**config.mk**
```make
export PLATFORM = sky130hd
export DESIGN_NAME = instr_fetch_unit
export DESIGN_NICKNAME = d
export VERILOG_FILES = /design/src/rtl/instr_fetch_unit_pkg.sv /design/src/rtl/instr_fetch_unit_fetch_buf.sv /design/src/rtl/instr_fetch_unit.sv
export SDC_FILE = /design/constraint.sdc
export NUM_CORES = 1
export LEC_CHECK = 0
export CAP_MARGIN = 20
export CELL_PAD_IN_SITES_DETAIL_PLACEMENT = 0
export CELL_PAD_IN_SITES_GLOBAL_PLACEMENT = 1
export CORE_ASPECT_RATIO = 2
export CORE_MARGIN = 2
export CORE_UTILIZATION = 43
export DETAILED_ROUTE_END_ITERATION = 8
export GPL_TIMING_DRIVEN = 0
export PLACE_DENSITY_LB_ADDON = 0.1
export SYNTH_ARGS = -nofsm -noshare
export SYNTH_HDL_FRONTEND = slang
export SYNTH_SLANG_ARGS = --single-unit
export TNS_END_PERCENT = 1
```
**constraint.sdc**
```tcl
create_clock -name clk_i -period 9.1 [get_ports clk_i]
set_input_delay 0.91 -clock clk_i [delete_from_list [all_inputs] [get_ports clk_i]]
set_output_delay 0.91 -clock clk_i [all_outputs]
set_load 0.005 [all_outputs]
```
**src/rtl/instr_fetch_unit_pkg.sv**
```systemverilog
// Shared CPU definitions used by the instruction-fetch stage: datapath widths,
// the NOP encoding presented as a bubble, and the fetch FSM state encoding.
package instr_fetch_unit_pkg;

  localparam int CPU_ADDRWIDTH = 32;
  localparam int CPU_WIDTH     = 32;
  localparam int OP_WIDTH      = 6;

  // All-zero opcode and operand field: the decode stage treats this as a NOP.
  localparam logic [CPU_WIDTH-1:0] NOP_INSTR =
    {{OP_WIDTH{1'b0}}, {(CPU_WIDTH - OP_WIDTH){1'b0}}};

  typedef enum logic [1:0] {
    ST_IDLE  = 2'd0,
    ST_ISSUE = 2'd1,
    ST_WAIT  = 2'd2,
    ST_DRAIN = 2'd3
  } fetch_state_e;

endpackage

```
**src/rtl/instr_fetch_unit_fetch_buf.sv**
```systemverilog
// Two-entry fetch FIFO. The head entry lives in its own register so the
// IF/ID outputs come straight from flops; an empty FIFO holds EMPTY_VAL in
// the head so the consumer sees a bubble without any output muxing.
module fetch_buf #(
  parameter int            DW        = 64,
  parameter logic [DW-1:0] EMPTY_VAL = '0
) (
  input  logic          clk_i,
  input  logic          rst_n_i,
  input  logic          push_i,
  input  logic          pop_i,
  input  logic          clear_i,
  input  logic [DW-1:0] din_i,
  output logic [DW-1:0] head_o,
  output logic [1:0]    occ_o
);

  logic [DW-1:0] head_q;
  logic [DW-1:0] tail_q;
  logic [1:0]    occ_q;
  logic          pop_ok;

  // A pop request against an empty FIFO is ignored.
  assign pop_ok = pop_i & (occ_q != 2'd0);
  assign head_o = head_q;
  assign occ_o  = occ_q;

  // Entry storage and occupancy; clear wins over push/pop.
  always_ff @(posedge clk_i or negedge rst_n_i) begin
    if (!rst_n_i) begin
      head_q <= EMPTY_VAL;
      tail_q <= EMPTY_VAL;
      occ_q  <= 2'd0;
    end else if (clear_i) begin
      head_q <= EMPTY_VAL;
      tail_q <= EMPTY_VAL;
      occ_q  <= 2'd0;
    end else begin
      case ({push_i, pop_ok})
        2'b11: begin
          // Occupancy unchanged; the new word replaces whatever left.
          if (occ_q == 2'd2) begin
            head_q <= tail_q;
            tail_q <= din_i;
          end else begin
            head_q <= din_i;
          end
        end
        2'b10: begin
          if (occ_q == 2'd0) begin
            head_q <= din_i;
          end else if (occ_q == 2'd1) begin
            tail_q <= din_i;
          end
          // A push into a full FIFO is dropped rather than corrupting state.
          if (occ_q != 2'd2) begin
            occ_q <= occ_q + 2'd1;
          end
        end
        2'b01: begin
          head_q <= (occ_q == 2'd2) ? tail_q : EMPTY_VAL;
          tail_q <= EMPTY_VAL;
          occ_q  <= occ_q - 2'd1;
        end
        default: ;
      endcase
    end
  end

endmodule

```
**src/rtl/instr_fetch_unit.sv**
```systemverilog
// Instruction-fetch stage: owns the PC, issues at most one outstanding
// instruction-memory request, buffers responses in a 2-entry FIFO and hands
// {instruction, PC+4} to the IF/ID register. Redirects flush the FIFO and
// any response still in flight is discarded in the DRAIN state.
module instr_fetch_unit
  import instr_fetch_unit_pkg::*;
#(
  parameter int                   ADDRWIDTH = CPU_ADDRWIDTH,
  parameter int                   WIDTH     = CPU_WIDTH,
  parameter logic [ADDRWIDTH-1:0] RESET_PC  = '0
) (
  input  logic                 clk_i,
  input  logic                 rst_n_i,
  input  logic                 stall_i,
  input  logic                 redirect_i,
  input  logic [ADDRWIDTH-1:0] redirect_addr_i,
  output logic                 imem_req_o,
  output logic [ADDRWIDTH-1:0] imem_addr_o,
  input  logic                 imem_valid_i,
  input  logic [WIDTH-1:0]     imem_rdata_i,
  output logic [WIDTH-1:0]     ins_o,
  output logic [ADDRWIDTH-1:0] next_addr_o,
  output logic                 ins_valid_o
);

  localparam int EW = WIDTH + ADDRWIDTH;

  fetch_state_e         state_q;
  logic [ADDRWIDTH-1:0] pc_q;
  logic [ADDRWIDTH-1:0] pc_plus4;
  logic [EW-1:0]        buf_head;
  logic [1:0]           buf_occ;
  logic [2:0]           occ_next;
  logic                 consume;
  logic                 capture;
  logic                 issue_ok;
  logic                 unused_redirect_lsbs;

  // Instruction fetches are word aligned; the low address bits carry nothing.
  assign unused_redirect_lsbs = ^redirect_addr_i[1:0];

  // pc_q always names the address of the pending (or next) request.
  assign pc_plus4    = pc_q + ADDRWIDTH'(4);
  assign ins_valid_o = (buf_occ != 2'd0);
  assign consume     = ins_valid_o & ~stall_i & ~redirect_i;
  assign capture     = imem_valid_i & (state_q == ST_WAIT) & ~redirect_i;
  assign occ_next    = {1'b0, buf_occ} - {2'b00, consume} + {2'b00, capture};
  // Only issue if a slot remains for the response this request will return.
  assign issue_ok    = (occ_next <= 3'd1) & ~redirect_i;

  // Request generation; in WAIT a capture can chain straight into the next fetch.
  always_comb begin
    imem_req_o  = 1'b0;
    imem_addr_o = pc_q;
    case (state_q)
      ST_ISSUE: imem_req_o = issue_ok;
      ST_WAIT: begin
        if (capture) begin
          imem_req_o  = issue_ok;
          imem_addr_o = pc_plus4;
        end
      end
      default: ;
    endcase
  end

  // Fetch FSM and PC; a redirect overrides every other transition.
  always_ff @(posedge clk_i or negedge rst_n_i) begin
    if (!rst_n_i) begin
      state_q <= ST_IDLE;
      pc_q    <= RESET_PC;
    end else if (redirect_i) begin
      pc_q <= {redirect_addr_i[ADDRWIDTH-1:2], 2'b00};
      case (state_q)
        // If the outstanding response lands in the redirect cycle it is
        // dropped right here, so nothing is left to drain.
        ST_WAIT, ST_DRAIN: state_q <= imem_valid_i ? ST_ISSUE : ST_DRAIN;
        default:           state_q <= ST_ISSUE;
      endcase
    end else begin
      if (capture) begin
        pc_q <= pc_plus4;
      end
      case (state_q)
        ST_IDLE:  state_q <= ST_ISSUE;
        ST_ISSUE: if (imem_req_o) state_q <= ST_WAIT;
        ST_WAIT:  if (capture && !imem_req_o) state_q <= ST_ISSUE;
        ST_DRAIN: if (imem_valid_i) state_q <= ST_ISSUE;
        default:  state_q <= ST_IDLE;
      endcase
    end
  end

  fetch_buf #(
    .DW       (EW),
    .EMPTY_VAL({WIDTH'(NOP_INSTR), {ADDRWIDTH{1'b0}}})
  ) u_fetch_buf (
    .clk_i  (clk_i),
    .rst_n_i(rst_n_i),
    .push_i (capture),
    .pop_i  (consume),
    .clear_i(redirect_i),
    .din_i  ({imem_rdata_i, pc_plus4}),
    .head_o (buf_head),
    .occ_o  (buf_occ)
  );

  assign ins_o       = buf_head[EW-1:ADDRWIDTH];
  assign next_addr_o = buf_head[ADDRWIDTH-1:0];

endmodule

```
=== After elaboration in Yosys (flattened, before gate mapping) ===
Index checks and enable logic that the tools add are counted.

* Flip-flop bits (word level): 164
* Word-level logic and storage cells: 73

* Add/sub/neg operators: 5
* Magnitude comparators: 1
* Equal/unequal tests: 17
* Mux-type cells: 25
* Bitwise gates (word level): 8
* Reduce and logical (&&, ||, !) cells: 12

{| class="wikitable"
|+ Operators by type and width
! kind !! number
|-
| $mux 64 || 8
|-
| $pmux 64 s3 || 2
|-
| $mux 32 || 3
|-
| $add 32x3->32 const B || 1
|-
| $mux 2 || 8
|-
| $ne 3x2->1 const B || 5
|-
| $eq 2x2->1 const B || 5
|-
| $ne 3x3->1 const B || 3
|-
| $pmux 2 s4 || 1
|-
| $and 1x1->1 || 6
|-
| $eq 2x1->1 const B || 3
|-
| $logic_not 2->1 || 2
|-
| $pmux 2 s2 || 1
|-
| $reduce_and 2->1 || 2
|-
| $reduce_and 4->1 || 1
|-
| $reduce_bool 4->1 || 1
|-
| $add 3x1->3 || 1
|-
| $le 3x1->1 const B || 1
|-
| $reduce_and 3->1 || 1
|-
| $reduce_bool 3->1 || 1
|-
| $sub 2x1->3 || 1
|-
| $add 2x1->2 const B || 1
|-
| $ne 2x2->1 const B || 1
|-
| $not 1->1 || 2
|-
| 7 further kinds || 7
|}

=== Logic depth before layout (Yosys ltp) ===
* Depth in word-level cells: 14
* Depth in mapped cells: 13

=== Hierarchy ===
Synthesis repeated with hierarchy kept, for this count alone.

* Cell total of the unflattened synthesis: 1068
* Area total of the unflattened synthesis: 10073.4 sq um

{| class="wikitable"
|+ Modules (own cells, without submodules)
! module !! instances !! cells each !! area an instance (sq um) !! sequential area each (sq um)
|-
| fetch_buf || 1 || 742 || 7369.6 || 3253.1
|-
| instr_fetch_unit || 1 || 326 || 2703.8 || 800.8
|}

=== Least setup slack after synthesis ===
Ideal clock, no wire load.

* Kind: input to output
* From: input redirect_i
* To: output imem_req_o
* Data arrival time: 2951 ps
* Data required time: 8190 ps
* Slack: 5239 ps
* Stages on the path: 11
* Path through: clkbuf_1 > clkbuf_1 > nor3_1 > ha_1 > inv_1 > ha_1 > inv_1 > fa_1 > xor2_1 > nor4b_1 > nor2b_1

* Longest elaborated chain between the ends: 8
* Elaborated cells between the ends (all ways): 9

{| class="wikitable"
|+ Ends and longest elaborated chain
! what !! line !! source
|-
| from (decl) || instr_fetch_unit.sv:15 || <nowiki>input logic redirect_i,</nowiki>
|-
| $not 1->1 (*) || instr_fetch_unit.sv:45, instr_fetch_unit.sv:46, instr_fetch_unit.sv:49 ||
|-
| $and 1x1->1 || instr_fetch_unit.sv:45 || <nowiki>assign consume = ins_valid_o & ~stall_i & ~redirect_i;</nowiki>
|-
| $sub 2x1->3 || instr_fetch_unit.sv:47 || <nowiki>assign occ_next = {1'b0, buf_occ} - {2'b00, consume} + {2'b00, capture};</nowiki>
|-
| $add 3x1->3 || instr_fetch_unit.sv:47 ||
|-
| $le 3x1->1 || instr_fetch_unit.sv:49 || <nowiki>assign issue_ok = (occ_next <= 3'd1) & ~redirect_i;</nowiki>
|-
| $and 1x1->1 || instr_fetch_unit.sv:49 ||
|-
| $mux 1 || instr_fetch_unit.sv:58 || <nowiki>if (capture) begin</nowiki>
|-
| $pmux 1 s2 (*) || instr_fetch_unit.sv:55 || <nowiki>case (state_q)</nowiki>
|-
| to (decl) || instr_fetch_unit.sv:17 || <nowiki>output logic imem_req_o,</nowiki>
|}

Mark *: on every way between the ends. The rest lies on a longest branch, timed or not.

=== Worst setup path after layout ===
* From: input imem_valid_i
* To: output imem_req_o

* Longest elaborated chain between the ends: 7

{| class="wikitable"
|+ Ends and longest elaborated chain
! what !! line !! source
|-
| from (decl) || instr_fetch_unit.sv:19 || <nowiki>input logic imem_valid_i,</nowiki>
|-
| $and 1x1->1 (*) (2 in series) || instr_fetch_unit.sv:46 || <nowiki>assign capture = imem_valid_i & (state_q == ST_WAIT) & ~redirect_i;</nowiki>
|-
| $add 3x1->3 || instr_fetch_unit.sv:47 ||
|-
| $le 3x1->1 || instr_fetch_unit.sv:49 ||
|-
| $and 1x1->1 || instr_fetch_unit.sv:49 ||
|-
| $mux 1 || instr_fetch_unit.sv:58 ||
|-
| $pmux 1 s2 (*) || instr_fetch_unit.sv:55 ||
|}

Marks and branches as above.

==> impl_results.md <==
- CTS tree: done
- Cell Rows: 69
- Max-cap check violation count: 0
- CTS root buf: clkbuf_16
- Synth Register Bits: 160
- Final non-filler cell total: 1,164
- Clock Sinks: 160
- Drt initial violations: roughly 420
- FF-to-FF setup slack: 4.89 ns
- Post-layout util: between 50% and 60%
- Final wirelength: 22,500 µm
- Setup Buffers After CTS: 0
- Critical path cell sequence: clkdlybuf4s50_1 > and3b_1 > clkbuf_1 > ha_1 > inv_1 > fa_1 > xor2_1 > nor4b_1 > nor2b_1 > clkdlybuf4s50_1
- Vias per cell: roughly 5.7
- Die ar.: ~19,000 µm²
- Reg2reg end: u_fetch_buf.head_o[62]
- Remaining DRCs: 0
- Gate Count Post-Synth: roughly 750
- Nets: 1,020
- Synth Area per Inst: 10.4 µm²
- Yosys top cell area share: ~50%
- Hold crit path type: in2async
- WL per Instance: between 15 and 20 µm
- Final setup viols: 0
- Slew @ Worst Pin: around 1.0 ns
- CP max-delay cell: clkdlybuf4s50_1
- Crit path top cell by count: clkdlybuf4s50_1
- First-pass GRT wire length: ~37,000 µm
- CP peak stage delay: 0.56 ns
- Die width: 99.4 µm
- Pins Over Slew Limit: 0
- Asr flop ratio synth: 100%
- Post-cts resize count: 0
- Post-synthesis sequential area ratio: about half
- Gpl congestion: between 0.8 and 0.9
- Startpoint types: primary input
- Required @ worst endpoint: slightly above 8 ns
- Num CTS Buffers: 17
- Maximum vdd drop: approximately 100 µV
- Hold buffers post-CTS: 0
- Antenna violations before repair: 0
- Post-Route Setup TNS: 0 ns
- Vias post-DR: approximately 6,700
- Area Overhead vs Synth: 31.8%
- Footprint of the multi-input gates: ~3400 µm²
- Mapped Area: between 7000 and 8000 µm²
- Fraction of layout cells with a size suffix above 1: under 10%
- Synth Flop Type: dfrtp_1
- GR Overflow Total: 0
- Most frequent cells in the layout: 160 x clkdlybuf4s50_1, 160 x dfrtp_1, 63 x nand2_1, 58 x inv_1, 47 x o21ai_0
- Die height: slightly below 200 µm
- Leak: about 4.4 nW
- Largest net degree at the start of global routing: ~100
- CP Capture Type: primary output
- CTS H-Tree Depth: 4
- Diodes inserted: 0
- Crit path DAT: between 4 and 5 ns
- Cell taking the most area after synthesis: dfrtp_1
- Reg area: roughly 4000 µm²
- Worst setup path class: in2out
- Number of I/O port buffers: 161
- Initial core utilization: between 40% and 50%
- Core area: around 18,000 µm²
- Fmax: slightly below 200 MHz
- Tot GR Track Use: around a quarter
- Slew margin rel.: a little under a third
- Clock Skew: just under 0.009 ns
- Synth unique cells: 50
- Yosys warns: 0
- Top post-synthesis cells by area: dfrtp_1 51%, xnor2_1 4.4%, a22o_1 4.3%, a222oi_1 4.1%, mux2_2 4.0%
- EDFF count, synth: 0
- Fin. Hold Viols: 0
- Number of global-route vias before repair: about 7,000
- Final Cycle Share: 55.9%
- Unrepaired setup endpoints after global routing: no
- Pwr Density: between 150 and 200 nW/µm²
- Reg2reg path depth: 13
- Worst-path maximum fanout: 12
- Reg clk slew, reported paths: ~0.060 ns
- Ports: about 170
- Post-layout min period: 5.09 ns
- Clock Path Buffers: 2
- Worst-Skew Late Latency: approximately 0.42 ns
- Drt pass-1 iters: 7
- # fillers: 1,598
- Detailed Place HPWL: 16,900 µm
- Dpl cells: 1,132
- Status: finished, final reports clean
- R2R Path Start: state_q[0]
- Final ANT Viol Nets: 0
-- worst max-delay path by stage --
| stage | from | end |
|---|---|---|
| global route | imem_valid_i | imem_req_o |
| floorplan | redirect_i | imem_req_o |
| global placement | rst_n_i | pc_q[24] |
| detailed placement | imem_valid_i | imem_req_o |
| finish | imem_valid_i | imem_req_o |
| CTS | imem_valid_i | imem_req_o |
-- Yosys cell counts, types with 8 or more instances --
master and instances:
dfrtp_1 160, nand2_1 63, inv_1 58, o21ai_0 47, clkbuf_1 41, xnor2_1 39
a22o_1 38, a222oi_1 32, mux2_2 28, a22oi_1 27, nand3_1 24, nor2_1 24
xor2_1 22, a21oi_1 17, a211oi_1 14, nand4_1 14, ha_1 12, o31ai_1 12
nor3_1 11, nor4_1 9, buf_1 8
-- flip-flops by register name (all words and copies together) (netlist names) --
name	count
u_fetch_buf.head_o	63
u_fetch_buf.tail_q	63
pc_q	30
state_q	2
u_fetch_buf.occ_o	2
-- logic make-up after synthesis --
| kind of cell | Yosys count | share of synthesized area [%] |
|---|---|---|
| mux | 28 | 4.03 |
| flops | 160 | 51.2 |
| simple gates | 173 | 11.1 |
| buf+inv | 119 | 6.01 |
| xor+xnor | 61 | 6.83 |
| compound gates | 199 | 18.7 |
| other cells | 1 | 0.0479 |
| fa+ha+maj | 13 | 2.17 |
-- where the power goes --
group	switching (mW)	internal (mW)
combinational	0.176	0.171
clock	0.302	0.380
sequential	0.0399	0.760
total	0.518	1.31
-- metrics by stage --
step	hold WS, ns	setup WS (ns)	power [mW]	cell area, µm²
after global routing	0.492	3.85	1.91	10300
after global placement	0.463	0.818	1.15	9710
after floorplan	0.450	5.24	0.980	7830
final	0.463	4.01	1.83	10300
after CTS	0.477	4.03	1.85	10300
after detailed placement	0.473	4.05	1.16	9750
-- routing by layer --
layer | wire [µm] | GRT usage (%) | vias to the layer above | share of wire [%]
met4 | 855 | 11.3 | 0 | 3.8
met5 | 0 | 0 | - | 0
li1 | - | - | 3090 | -
met3 | 1010 | 3.70 | 43 | 4.5
met1 | 8290 | 26.2 | 3292 | 37
met2 | 12400 | 43.7 | 235 | 55
-- critical path, delay by kind of cell --
family | cells | cell delay [ns]
xor+xnor | 1 | 0.18
buf+inv | 4 | 1.64
fa+ha+maj | 2 | 0.62
simple gates | 3 | 0.83
-- layout make-up --
class / instances / area share [%]
multi-input cells: 476 / 32.6
clock inverters: 14 / 1.29
well taps: 213 / 2.58
plain buffers: 60 / 2.41
inverters: 59 / 2.15
flip-flops and latches: 160 / 38.8
clock buffers: 18 / 4.16
repair buffers: 164 / 16.0
No activity file was read; power rests on OpenSTA's default activity.
